## src/rtl/muldiv_pkg.sv

```systemverilog
// Shared types for the M-extension multiply/divide unit: funct3 codes, FSM states, operand-sign helpers.
package muldiv_pkg;

  typedef enum logic [2:0] {
    F3_MUL    = 3'b000,
    F3_MULH   = 3'b001,
    F3_MULHSU = 3'b010,
    F3_MULHU  = 3'b011,
    F3_DIV    = 3'b100,
    F3_DIVU   = 3'b101,
    F3_REM    = 3'b110,
    F3_REMU   = 3'b111
  } muldiv_func3_t;

  localparam logic [6:0] MULDIV_FUNCT7 = 7'b0000001;

  typedef enum logic [1:0] {ST_IDLE, ST_BUSY, ST_DONE} muldiv_state_t;

  function automatic logic rs1_is_signed(muldiv_func3_t f);
    return f inside {F3_MULH, F3_MULHSU, F3_DIV, F3_REM};
  endfunction

  function automatic logic rs2_is_signed(muldiv_func3_t f);
    return f inside {F3_MULH, F3_DIV, F3_REM};
  endfunction

endpackage

```

## src/rtl/muldiv_step.sv

```systemverilog
// One combinational radix-2^BITS iteration over the {hi,lo} working register:
// shift-add for multiply, restoring trial-subtract for divide.
module muldiv_step #(
  parameter int XLEN = 32,
  parameter int BITS = 1
) (
  input  logic            is_div,
  input  logic [XLEN-1:0] hi_i,
  input  logic [XLEN-1:0] lo_i,
  input  logic [XLEN-1:0] opb_i,
  output logic [XLEN-1:0] hi_o,
  output logic [XLEN-1:0] lo_o
);

  logic [XLEN-1:0] hi, lo;
  logic [XLEN:0]   sum, sh, diff;

  always_comb begin
    hi   = hi_i;
    lo   = lo_i;
    sum  = '0;
    sh   = '0;
    diff = '0;
    for (int i = 0; i < BITS; i++) begin
      if (is_div) begin
        // Remainder stays below the divisor, so XLEN+1 bits hold the shifted trial value.
        sh   = {hi, lo[XLEN-1]};
        diff = sh - {1'b0, opb_i};
        hi   = diff[XLEN] ? sh[XLEN-1:0] : diff[XLEN-1:0];
        lo   = {lo[XLEN-2:0], ~diff[XLEN]};
      end else begin
        sum      = {1'b0, hi} + (lo[0] ? {1'b0, opb_i} : '0);
        {hi, lo} = {sum, lo[XLEN-1:1]};
      end
    end
    hi_o = hi;
    lo_o = lo;
  end

endmodule

```

## src/rtl/muldiv_unit.sv

```systemverilog
// Iterative RV32M/RV64M multiply/divide unit: IDLE -> BUSY (XLEN/BITS_PER_CYCLE steps) -> DONE,
// with divide-by-zero and signed-overflow results produced directly from IDLE.
module muldiv_unit
  import muldiv_pkg::*;
#(
  parameter int XLEN           = 32,
  parameter int BITS_PER_CYCLE = 1
) (
  input  logic            clk,
  input  logic            rst_n,
  input  logic            flush,
  input  logic            in_valid,
  output logic            in_ready,
  input  muldiv_func3_t   in_func3,
  input  logic [XLEN-1:0] in_rs1,
  input  logic [XLEN-1:0] in_rs2,
  output logic            out_valid,
  input  logic            out_ready,
  output logic [XLEN-1:0] out_result
);

  if (!((XLEN == 32 || XLEN == 64) &&
        (BITS_PER_CYCLE == 1 || BITS_PER_CYCLE == 2 || BITS_PER_CYCLE == 4))) begin : g_bad_param
    $fatal(1, "muldiv_unit: unsupported XLEN=%0d / BITS_PER_CYCLE=%0d", XLEN, BITS_PER_CYCLE);
  end

  localparam int N     = XLEN / BITS_PER_CYCLE;
  localparam int CNT_W = $clog2(N);
  localparam logic [XLEN-1:0] MOST_NEG = {1'b1, {(XLEN-1){1'b0}}};

  muldiv_state_t   state_q, state_d;
  muldiv_func3_t   func_q, func_d;
  logic [CNT_W-1:0] cnt_q, cnt_d;
  logic            neg_q, neg_d, in_ready_q, in_ready_d, out_valid_q, out_valid_d;
  logic [XLEN-1:0] hi_q, hi_d, lo_q, lo_d, opb_q, opb_d, result_q, result_d;

  // Request decode, evaluated every cycle but only used on accept
  logic            a_neg, b_neg, in_is_rem, div_zero, div_ovf;
  logic [XLEN-1:0] a_mag, b_mag, special_res;

  assign a_neg       = rs1_is_signed(in_func3) & in_rs1[XLEN-1];
  assign b_neg       = rs2_is_signed(in_func3) & in_rs2[XLEN-1];
  assign a_mag       = a_neg ? -in_rs1 : in_rs1;
  assign b_mag       = b_neg ? -in_rs2 : in_rs2;
  assign in_is_rem   = in_func3 inside {F3_REM, F3_REMU};
  assign div_zero    = in_func3[2] && (in_rs2 == '0);
  assign div_ovf     = (in_func3 inside {F3_DIV, F3_REM}) && (in_rs1 == MOST_NEG) && (in_rs2 == '1);
  assign special_res = div_zero ? (in_is_rem ? in_rs1 : '1) : (in_is_rem ? '0 : in_rs1);

  logic [XLEN-1:0]   step_hi, step_lo;
  logic [2*XLEN-1:0] prod_s;
  logic [XLEN-1:0]   fin_res;

  muldiv_step #(.XLEN(XLEN), .BITS(BITS_PER_CYCLE)) u_step (
    .is_div (func_q[2]),
    .hi_i   (hi_q),
    .lo_i   (lo_q),
    .opb_i  (opb_q),
    .hi_o   (step_hi),
    .lo_o   (step_lo)
  );

  // Sign fix-up on the final iteration's output
  assign prod_s = neg_q ? -{step_hi, step_lo} : {step_hi, step_lo};

  always_comb begin
    fin_res = '0;
    case (func_q)
      F3_MUL:                         fin_res = prod_s[XLEN-1:0];
      F3_MULH, F3_MULHSU, F3_MULHU:   fin_res = prod_s[2*XLEN-1:XLEN];
      F3_DIV, F3_DIVU:                fin_res = neg_q ? -step_lo : step_lo;
      default:                        fin_res = neg_q ? -step_hi : step_hi;
    endcase
  end

  always_comb begin
    state_d     = state_q;
    func_d      = func_q;
    cnt_d       = cnt_q;
    neg_d       = neg_q;
    hi_d        = hi_q;
    lo_d        = lo_q;
    opb_d       = opb_q;
    result_d    = result_q;
    in_ready_d  = in_ready_q;
    out_valid_d = out_valid_q;
    case (state_q)
      ST_IDLE: if (in_valid) begin
        func_d     = in_func3;
        cnt_d      = '0;
        hi_d       = '0;
        lo_d       = in_func3[2] ? a_mag : b_mag;
        opb_d      = in_func3[2] ? b_mag : a_mag;
        neg_d      = in_is_rem ? a_neg : (a_neg ^ b_neg);
        in_ready_d = 1'b0;
        if (div_zero || div_ovf) begin
          state_d     = ST_DONE;
          result_d    = special_res;
          out_valid_d = 1'b1;
        end else begin
          state_d = ST_BUSY;
        end
      end
      ST_BUSY: begin
        hi_d  = step_hi;
        lo_d  = step_lo;
        cnt_d = cnt_q + 1'b1;
        if (cnt_q == CNT_W'(N - 1)) begin
          state_d     = ST_DONE;
          result_d    = fin_res;
          out_valid_d = 1'b1;
        end
      end
      ST_DONE: if (out_ready) begin
        state_d     = ST_IDLE;
        out_valid_d = 1'b0;
        in_ready_d  = 1'b1;
      end
      default: state_d = ST_IDLE;
    endcase
    if (flush) begin
      state_d     = ST_IDLE;
      cnt_d       = '0;
      in_ready_d  = 1'b1;
      out_valid_d = 1'b0;
    end
  end

  always_ff @(posedge clk) begin
    if (!rst_n) begin
      state_q     <= ST_IDLE;
      func_q      <= F3_MUL;
      cnt_q       <= '0;
      neg_q       <= 1'b0;
      hi_q        <= '0;
      lo_q        <= '0;
      opb_q       <= '0;
      result_q    <= '0;
      in_ready_q  <= 1'b1;
      out_valid_q <= 1'b0;
    end else begin
      state_q     <= state_d;
      func_q      <= func_d;
      cnt_q       <= cnt_d;
      neg_q       <= neg_d;
      hi_q        <= hi_d;
      lo_q        <= lo_d;
      opb_q       <= opb_d;
      result_q    <= result_d;
      in_ready_q  <= in_ready_d;
      out_valid_q <= out_valid_d;
    end
  end

  assign in_ready   = in_ready_q;
  assign out_valid  = out_valid_q;
  assign out_result = result_q;

endmodule
```

## config.mk

```make
export PLATFORM = sky130hd
export DESIGN_NAME = muldiv_unit
export DESIGN_NICKNAME = d
export VERILOG_FILES = /design/src/rtl/muldiv_pkg.sv /design/src/rtl/muldiv_step.sv /design/src/rtl/muldiv_unit.sv
export SDC_FILE = /design/constraint.sdc
export NUM_CORES = 1
export LEC_CHECK = 0
export CORE_ASPECT_RATIO = 1.75
export CORE_MARGIN = 3
export CORE_UTILIZATION = 45
export CTS_BUF_LIST = sky130_fd_sc_hd__clkbuf_16
export CTS_CLUSTER_SIZE = 14
export DETAILED_ROUTE_END_ITERATION = 6
export PLACE_DENSITY_LB_ADDON = 0.12
export SETUP_SLACK_MARGIN = 0.02
export SYNTH_ARGS = -nofsm -noshare
export SYNTH_HDL_FRONTEND = slang
export SYNTH_SLANG_ARGS = --single-unit
```

## constraint.sdc

```tcl
create_clock -name clk -period 6.38 [get_ports clk]
set_input_delay 1.595 -clock clk [delete_from_list [all_inputs] [get_ports clk]]
set_output_delay 1.595 -clock clk [all_outputs]
set_load 0.02 [all_outputs]
```

# After elaboration in Yosys (flattened, before gate mapping)
# Cells that the tools add are included.
# Widths: inputs -> output; s select.
# word_totals
romBits,0
ff_bits,141
output_inout_bits,34
word_cells,104
n_memories,0
mem_bits_rw,0
latch_bits,0
# op_classes
order_cmp,0
n_reduce_logical,23
shifts,0
multipliers,0
bitwise_logic,5
n_eq_ne,19
muxes,39
div,0
addsub,8
# ops
operator,count
$mux 32,18
$pmux 32 s2,3
$neg 32->32,4
$pmux 32 s3,1
$eq 32x32->1 const B,2
$mux 64,1
$neg 64->64,1
$add 32x33->33,1
$sub 33x32->33,1
$logic_not 32->1,1
$eq 3x3->1 const B,5
$pmux 5 s2,1
$eq 3x2->1 const B,3
$mux 2,4
$ne 2x2->1 const B,4
$reduce_bool 2->1,4
$mux 1,7
$eq 3x1->1 const B,2
$pmux 2 s3,1
$reduce_and 3->1,2
$reduce_bool 3->1,2
$add 5x1->5 const B,1
$eq 5x5->1 const B,1
$mux 5,1
other kinds (17),23

# Depth between registers and ports, before layout
# Gate-level depths: netlist of run 1.
# depth
depth_word,8
depth_mapped,26
ltp_nobuf,24

# By module
# From an unflattened synthesis of run 1, not the netlist that was laid out.
# hier_totals
cells_unflattened,2078
area_unflattened_um2,14921.8
# modules_own_cells
mod,n_inst,cells_per_inst,area_per_inst_um2
muldiv_unit,1,1390,10100.9
muldiv_step,1,688,4820.9

# Worst setup path after synthesis of run 1
# Ideal clock, no wire load.
# synth_timing
kind,register to register
from,register lo_q[31]
to,"register result_q[22], in the netlist out_result[22]"
setup_time_ns,0.131
slack_ns,0.603
required_ns,6.249
path_stages_with_launch,25
period_less_slack_ns,5.777
arrival_ns,5.646
cell_sequence,dfxtp_1 -> clkbuf_1 -> inv_1 -> ha_1 -> inv_1 -> fa_1 -> a211oi_1 -> o211ai_1 -> a222oi_1 -> a21oi_1 -> o211ai_2 -> nor2_1 -> a21oi_1 -> ha_1 -> o211ai_1 -> nor2_1 -> or4b_2 -> or3_1 -> o21ai_0 -> nand2_1 -> or3_1 -> o21ai_0 -> xor2_1 -> a221oi_1 -> o22ai_1
# synth_via
elab_chain_cells,8
elab_cells_between_ends,14
classes_between,add/sub (4); mux (9); bitwise (1)
# synth_lines
element,line,text
"start, declared",muldiv_unit.sv:35,"logic [XLEN-1:0] hi_q, hi_d, lo_q, lo_d, opb_q, opb_d, result_q, result_d;"
"start signal, assigned",muldiv_unit.sv:147,lo_q <= lo_d;
$sub 33x32->33,muldiv_step.sv:28,"diff = sh - {1'b0, opb_i};"
$mux 32 or $not 1->1 (tied branches),"muldiv_step.sv:29, muldiv_step.sv:30",
$mux 32,muldiv_step.sv:25,if (is_div) begin
$neg 64->64 (tied with other cells),muldiv_unit.sv:64,"assign prod_s = neg_q ? -{step_hi, step_lo} : {step_hi, step_lo};"
$mux 64 (tied with other cells),muldiv_unit.sv:64,
$pmux 32 s3 (*),muldiv_unit.sv:68,case (func_q)
$mux 32 (*),muldiv_unit.sv:108,if (cnt_q == CNT_W'(N - 1)) begin
$pmux 32 s2 (*),muldiv_unit.sv:87,case (state_q)
"end signal, assigned",muldiv_unit.sv:149,result_q <= result_d;
"end, declared",muldiv_unit.sv:35,
# Every way passes the cells marked *; elsewhere a longest branch is shown, timed or not. The select of a mux whose other input is x is not followed.
# A chain may end at the register's enable or synchronous reset.

# Worst setup path after layout of run 1
# Same ends and word-level chain as after synthesis.

==> impl_metrics.env, run 1 <==
export IMPL_cp_data_arrival_time_ps=6240
export IMPL_drc=15
export IMPL_max_slew_worst_pin_slew_ps=1190
export IMPL_num_vias=19000
export IMPL_layout_min_cycle_time_ps=5930
export IMPL_synth_common_cells="nand2_1, nor2_1, a21oi_1"
export IMPL_drv_slew=0
export IMPL_relSlewSlack_pct=19.8
export IMPL_antenna_found_initial=2
export IMPL_yosysWarningCount=0
export IMPL_p_leak_nw=6.92
export IMPL_finalHoldViolations=0
export IMPL_synth_top_area_share_pct=17.4
export IMPL_critical_path_class="reg2reg"
export IMPL_syn_area_per_cell_um2=6.87
export IMPL_grt_total_usage_pct=38.9
export IMPL_rsz0062_at_grt="false"
export IMPL_grt_pass1_vias=18200
export IMPL_synth_edff_count=0
export IMPL_routedWlPerCell_um=26.8
export IMPL_clkLatencyLatePin_ps=460
export IMPL_antenna_left=0
export IMPL_cap_viol_max_count=0
export IMPL_yosysMostFrequentCell="nand2_1"
export IMPL_firstDrtPassIters=7
export IMPL_htreeDepth=4
export IMPL_min_path_type="reg2reg"
export IMPL_synth_area_leader_cell="dfxtp_1"
export IMPL_gr_usage_met3_pct=7.06
export IMPL_power_density_nw_per_um2=184
export IMPL_fp_dieH_um=257
export IMPL_dp_hpwl_um=60500
export IMPL_async_reset_ff_share_pct=0
export IMPL_start_kind="flip-flop"
export IMPL_io_buffers=105
export IMPL_globalRoute_busiestLayer="met2"
export IMPL_syn_area_um2=16200
export IMPL_grt_pass1_wl_um=113000
export IMPL_crit_fanout=4
export IMPL_ctsRootBufferMaster="clkbuf_16"
export IMPL_final_core_util_pct=52.1
export IMPL_synthCells=2355
export IMPL_cp_end_kind="flip-flop"
export IMPL_gp_congestion=1.10
export IMPL_status="finished, violations left"
export IMPL_fin_crit_sh_pct=92.9
export IMPL_clkSinkCount=141
export IMPL_tritoncts="done"
export IMPL_required_ps=6690
export IMPL_cts_path_max_buffers=2
export IMPL_area_growth_pct=13.9
export IMPL_hold_buffers=0
export IMPL_grt_max_degree=83
export IMPL_dieArea_um2=38400
export IMPL_rows=91
export IMPL_detail_route_iter0_violations=1571
export IMPL_grt_ovfl_total=0
export IMPL_postCtsSetupBuffers=0
export IMPL_synthesis_nets=2500
export IMPL_cts_buffers_inserted=17
export IMPL_synth_distinct_cells=99
export IMPL_fin_total_pwr_mw=3.39
export IMPL_skew_ps=10.4
export IMPL_nNetsFinal=2548
export IMPL_ys_seq_area_share_pct=17.4
export IMPL_finalSetupViolCount=0
export IMPL_vdd_drop_max_v=0.000204
export IMPL_synth_ff_type="dfxtp_1"
export IMPL_drive_gt1_share_pct=8.20
export IMPL_violations="DRC"
export IMPL_synth_ff_latch_count=141
export IMPL_fin_tns_setup_ps=0
export IMPL_yosys_top_cells_area="dfxtp_1, a21oi_1, nand2_1, nor2_1, ha_1"
export IMPL_max_freq_mhz=169
export IMPL_global_route_usage_met1_pct=39.7
export IMPL_via_per_inst=6.58
export IMPL_path_clk_slew_ps=70
export IMPL_post_cts_resized=0
export IMPL_core_um2=35400
export IMPL_die_x_um=149
export IMPL_use_met2_pct=67.8
export IMPL_top_level_ports=106
export IMPL_start_util_pct=45.7
export IMPL_wl_um=77400
-- critical path: stages, from the launching register on --
cell	delay (ps)
dfxtp_1	320
inv_1	60
ha_1	160
inv_1	60
fa_1	430
a211oi_1	380
o211ai_1	170
a222oi_1	400
a21oi_1	180
o211ai_2	210
nor2_1	120
a21oi_1	200
ha_1	230
o211ai_1	120
nor2_1	140
or4b_2	670
or3_1	360
o21ai_0	250
nand2_1	180
or3_1	430
o21ai_0	230
xor2_1	100
a221oi_1	290
o22ai_1	120
-- flip-flops by register name, summed over array words and instances, names as in the netlist --
signal,flops
lo_q,32
state_q,2
out_result,32
func_q,3
cnt_q,5
opb_q,32
neg_q,1
in_ready,1
out_valid,1
hi_q,32
-- kinds of logic (layout without fill, tap and decap cells) --
kind of cell	Yosys count	count (layout)	share of synthesized area, %
adders and majority gates	73	73	5.74
AOI/OAI and AO/OA	772	772	30.9
DFF	141	141	17.4
buffers and inverters	227	288	5.51
xor gates and xnor gates	170	170	9.20
muxes	62	62	4.09
other	0	1	0
and+or+nand+nor	910	910	27.1
-- layer usage --
layer / wire (um) / up-vias / share of wire (%)
li1: - / 8731 / -
met1: 26500 / 9043 / 34
met2: 38000 / 875 / 49
met3: 5070 / 314 / 6.6
met4: 7780 / 0 / 10
met5: 0 / - / 0
-- layout by cell type, fill, tap and decap left out, types with 60 or more instances in the layout --
| cell | n |
|---|---|
| dfxtp_1 | 139 |
| xor2_1 | 83 |
| clkdlybuf4s50_1 | 104 |
| nor3_1 | 76 |
| nand2_1 | 274 |
| nand3_1 | 60 |
| o21ai_0 | 166 |
| o211ai_1 | 65 |
| xnor2_1 | 87 |
| nor2_1 | 240 |
| ha_1 | 71 |
| a21oi_1 | 238 |
| buf_4 | 90 |
-- per-stage QoR --
step                hold slack [ps]  instances  instance area [um^2]  setup slack [ps]
global route                    489       2881                 18400              91.3
finish                          463       2882                 18400               451
detailed placement              457       2849                 17900               533
floorplan                       440       2355                 16200               603
global placement                451       2849                 17900               644
CTS                             465       2881                 18400               492
-- power by group --
part / switching [mW] / total (mW) / internal (mW) / leakage, nW
logic: 0.898 / 1.38 / 0.481 / 5.50
clock network: 0.475 / 1.02 / 0.542 / 0.267
registers: 0.0673 / 0.994 / 0.926 / 1.15
-- cell type report --
type,instances,area (um^2)
antenna,1,2.50
inverter,60,226
clock buffer,17,425
fill,3617,17000
timing repair buffer,196,1740
multi-input combinational,1987,12500
clock inverter,15,139
tap,465,582
sequential,141,2830
-- final timing paths --
kind	startpoint	endpoint	slack, ps	depth (start not counted)
hold / removal	opb_q[3]	opb_q[3]	460	2
hold reg to reg	opb_q[3]	opb_q[3]	460	2
setup reg to reg	lo_q[31]	out_result[22]	450	23
setup / recovery	lo_q[31]	out_result[22]	450	23
(Power assumes the default switching activity.)
==> inputs of run 2 (changes only) <==
Clock period 6.38 ns to 7.35 ns, I/O delays scaled along.
==> impl_metrics.env, run 2 (synthesized netlist as in run 1, its figures left out) <==
export IMPL_status="finished clean"
export IMPL_cts_buffers_inserted=17
export IMPL_layout_min_cycle_time_ps=6580
export IMPL_dieArea_um2=38400
export IMPL_max_freq_mhz=152
export IMPL_p_comb_share_pct=40.5
export IMPL_fp_dieH_um=257
export IMPL_postCtsSetupBuffers=0
export IMPL_die_x_um=149
export IMPL_cap_viol_max_count=0
export IMPL_dp_hpwl_um=60300
export IMPL_tritoncts="done"
export IMPL_area_growth_pct=11.8
export IMPL_antenna_left=0
export IMPL_p_leak_nw=6.71
export IMPL_htreeDepth=4
export IMPL_top_level_ports=106
export IMPL_io_buffers=105
export IMPL_num_vias=18900
export IMPL_p_clk_share_pct=29.7
export IMPL_drv_slew=0
export IMPL_finalHoldViolations=0
export IMPL_core_um2=35400
export IMPL_post_cts_resized=0
export IMPL_p_seq_share_pct=29.8
export IMPL_path_clk_slew_ps=70
export IMPL_max_slew_worst_pin_slew_ps=1200
export IMPL_n_antenna_cell=0
export IMPL_rows=91
export IMPL_crit_fanout=6
export IMPL_vdd_drop_max_v=0.000179
export IMPL_skew_ps=10.1
export IMPL_power_switching_mw=1.26
export IMPL_nNetsFinal=2505
export IMPL_min_path_type="reg2reg"
export IMPL_grt_ovfl_total=0
export IMPL_finalSetupViolCount=0
export IMPL_via_per_inst=6.65
export IMPL_wl_um=76500
export IMPL_start_kind="flip-flop"
export IMPL_grt_pass1_wl_um=112000
export IMPL_p_int_mw=1.65
export IMPL_clkLatencyLatePin_ps=460
export IMPL_start_util_pct=45.7
export IMPL_required_ps=7670
export IMPL_gp_congestion=1.02
export IMPL_power_density_nw_per_um2=160
export IMPL_drc=0
export IMPL_clkSinkCount=141
export IMPL_fin_crit_sh_pct=89.5
export IMPL_switching_share_pct=43.2
export IMPL_drive_gt1_share_pct=6.53
export IMPL_nFillCells=3711
export IMPL_relSlewSlack_pct=19.6
export IMPL_fin_total_pwr_mw=2.90
export IMPL_layout_commonest_cell="nand2_1"
export IMPL_fin_tns_setup_ps=0
export IMPL_cp_end_kind="flip-flop"
export IMPL_cp_data_arrival_time_ps=6900
export IMPL_grt_total_usage_pct=38.6
export IMPL_layout_common_cells="nand2_1, nor2_1, a21oi_1"
export IMPL_rsz0062_at_grt="false"
export IMPL_antenna_found_initial=1
export IMPL_critical_path_class="reg2reg"
export IMPL_routedWlPerCell_um=27.0
export IMPL_grt_pass1_vias=18200
export IMPL_ctsRootBufferMaster="clkbuf_16"
export IMPL_cts_path_max_buffers=2
export IMPL_firstDrtPassIters=5
export IMPL_detail_route_iter0_violations=1646
export IMPL_hold_buffers=0
export IMPL_grt_max_degree=83
## run 2: cell types whose count changed in the layout (fill, tap and decap cells not counted), sizes merged
| cell | before | now |
|---|---|---|
| inv | 65 | 67 |
| clkinvlp | 4 | 2 |
| buf | 92 | 49 |
| clkinv | 5 | 6 |
| diode | 1 | 0 |
| bufinv | 1 | 0 |
## run 2: path summary, 6_finish.rpt
check              endpoint  slack [ps]      start  cells after the start
max          out_result[22]         770   lo_q[31]                     23
min               opb_q[27]         470  opb_q[27]                      2
max reg2reg  out_result[22]         770   lo_q[31]                     23
min reg2reg       opb_q[27]         470  opb_q[27]                      2
## run 2: worst max-delay path, cell delays in order, from the launching register on
cell and delay [ps]:
dfxtp_1 310, inv_1 60, ha_1 160, inv_1 60, fa_1 420, a211oi_1 350, o211ai_1 160, a222oi_1 590
a21oi_1 290, o211ai_2 240, nor2_1 90, a21oi_1 210, ha_1 230, o211ai_1 200, nor2_1 190, or4b_2 630
or3_1 340, o21ai_0 500, nand2_1 230, or3_1 440, o21ai_0 230, xor2_1 100, a221oi_1 300, o22ai_1 120
## run 2: metrics by stage
stage	instance area (um^2)	setup WS [ps]	util (%)	hold WS, ps	cells
global route	18100	194	51.1	488	2838
finish	18100	773	51.1	469	2838
global placement	17500	1070	49.5	452	2806
floorplan	16200	1570	-	440	2355
CTS	18100	854	51.1	468	2838
detailed placement	17500	887	49.5	460	2806
## run 2: per-layer routing
layer  up-vias  global-route usage [%]  wire (um)
met2       894                    67.2      37500
li1       8656                       -          -
met4         2                    34.1       8230
met1      9021                    38.7      26000
met3       309                    6.92       4740
met5         -                       0         12
## run 2: cell type report
class | count | area (um^2) | share of cell area (%)
multi-input combinational | 1987 | 12500 | 69.1
sequential | 141 | 2830 | 15.6
clock inverter | 15 | 130 | 0.719
inverter | 60 | 226 | 1.25
timing repair buffer | 153 | 1410 | 7.77
clock buffer | 17 | 425 | 2.35
tap | 465 | 582 | 3.21
## run 2: power groups by stage
stage	logic (mW)	clock network, mW	registers (mW)
2_1_floorplan	0.755	0	0.855
3_3_place_gp	1.13	0	0.878
3_5_place_dp	1.14	0	0.879
4_1_cts	1.15	0.870	0.862
5_1_grt	1.25	0.891	0.868
6_report	1.18	0.862	0.864
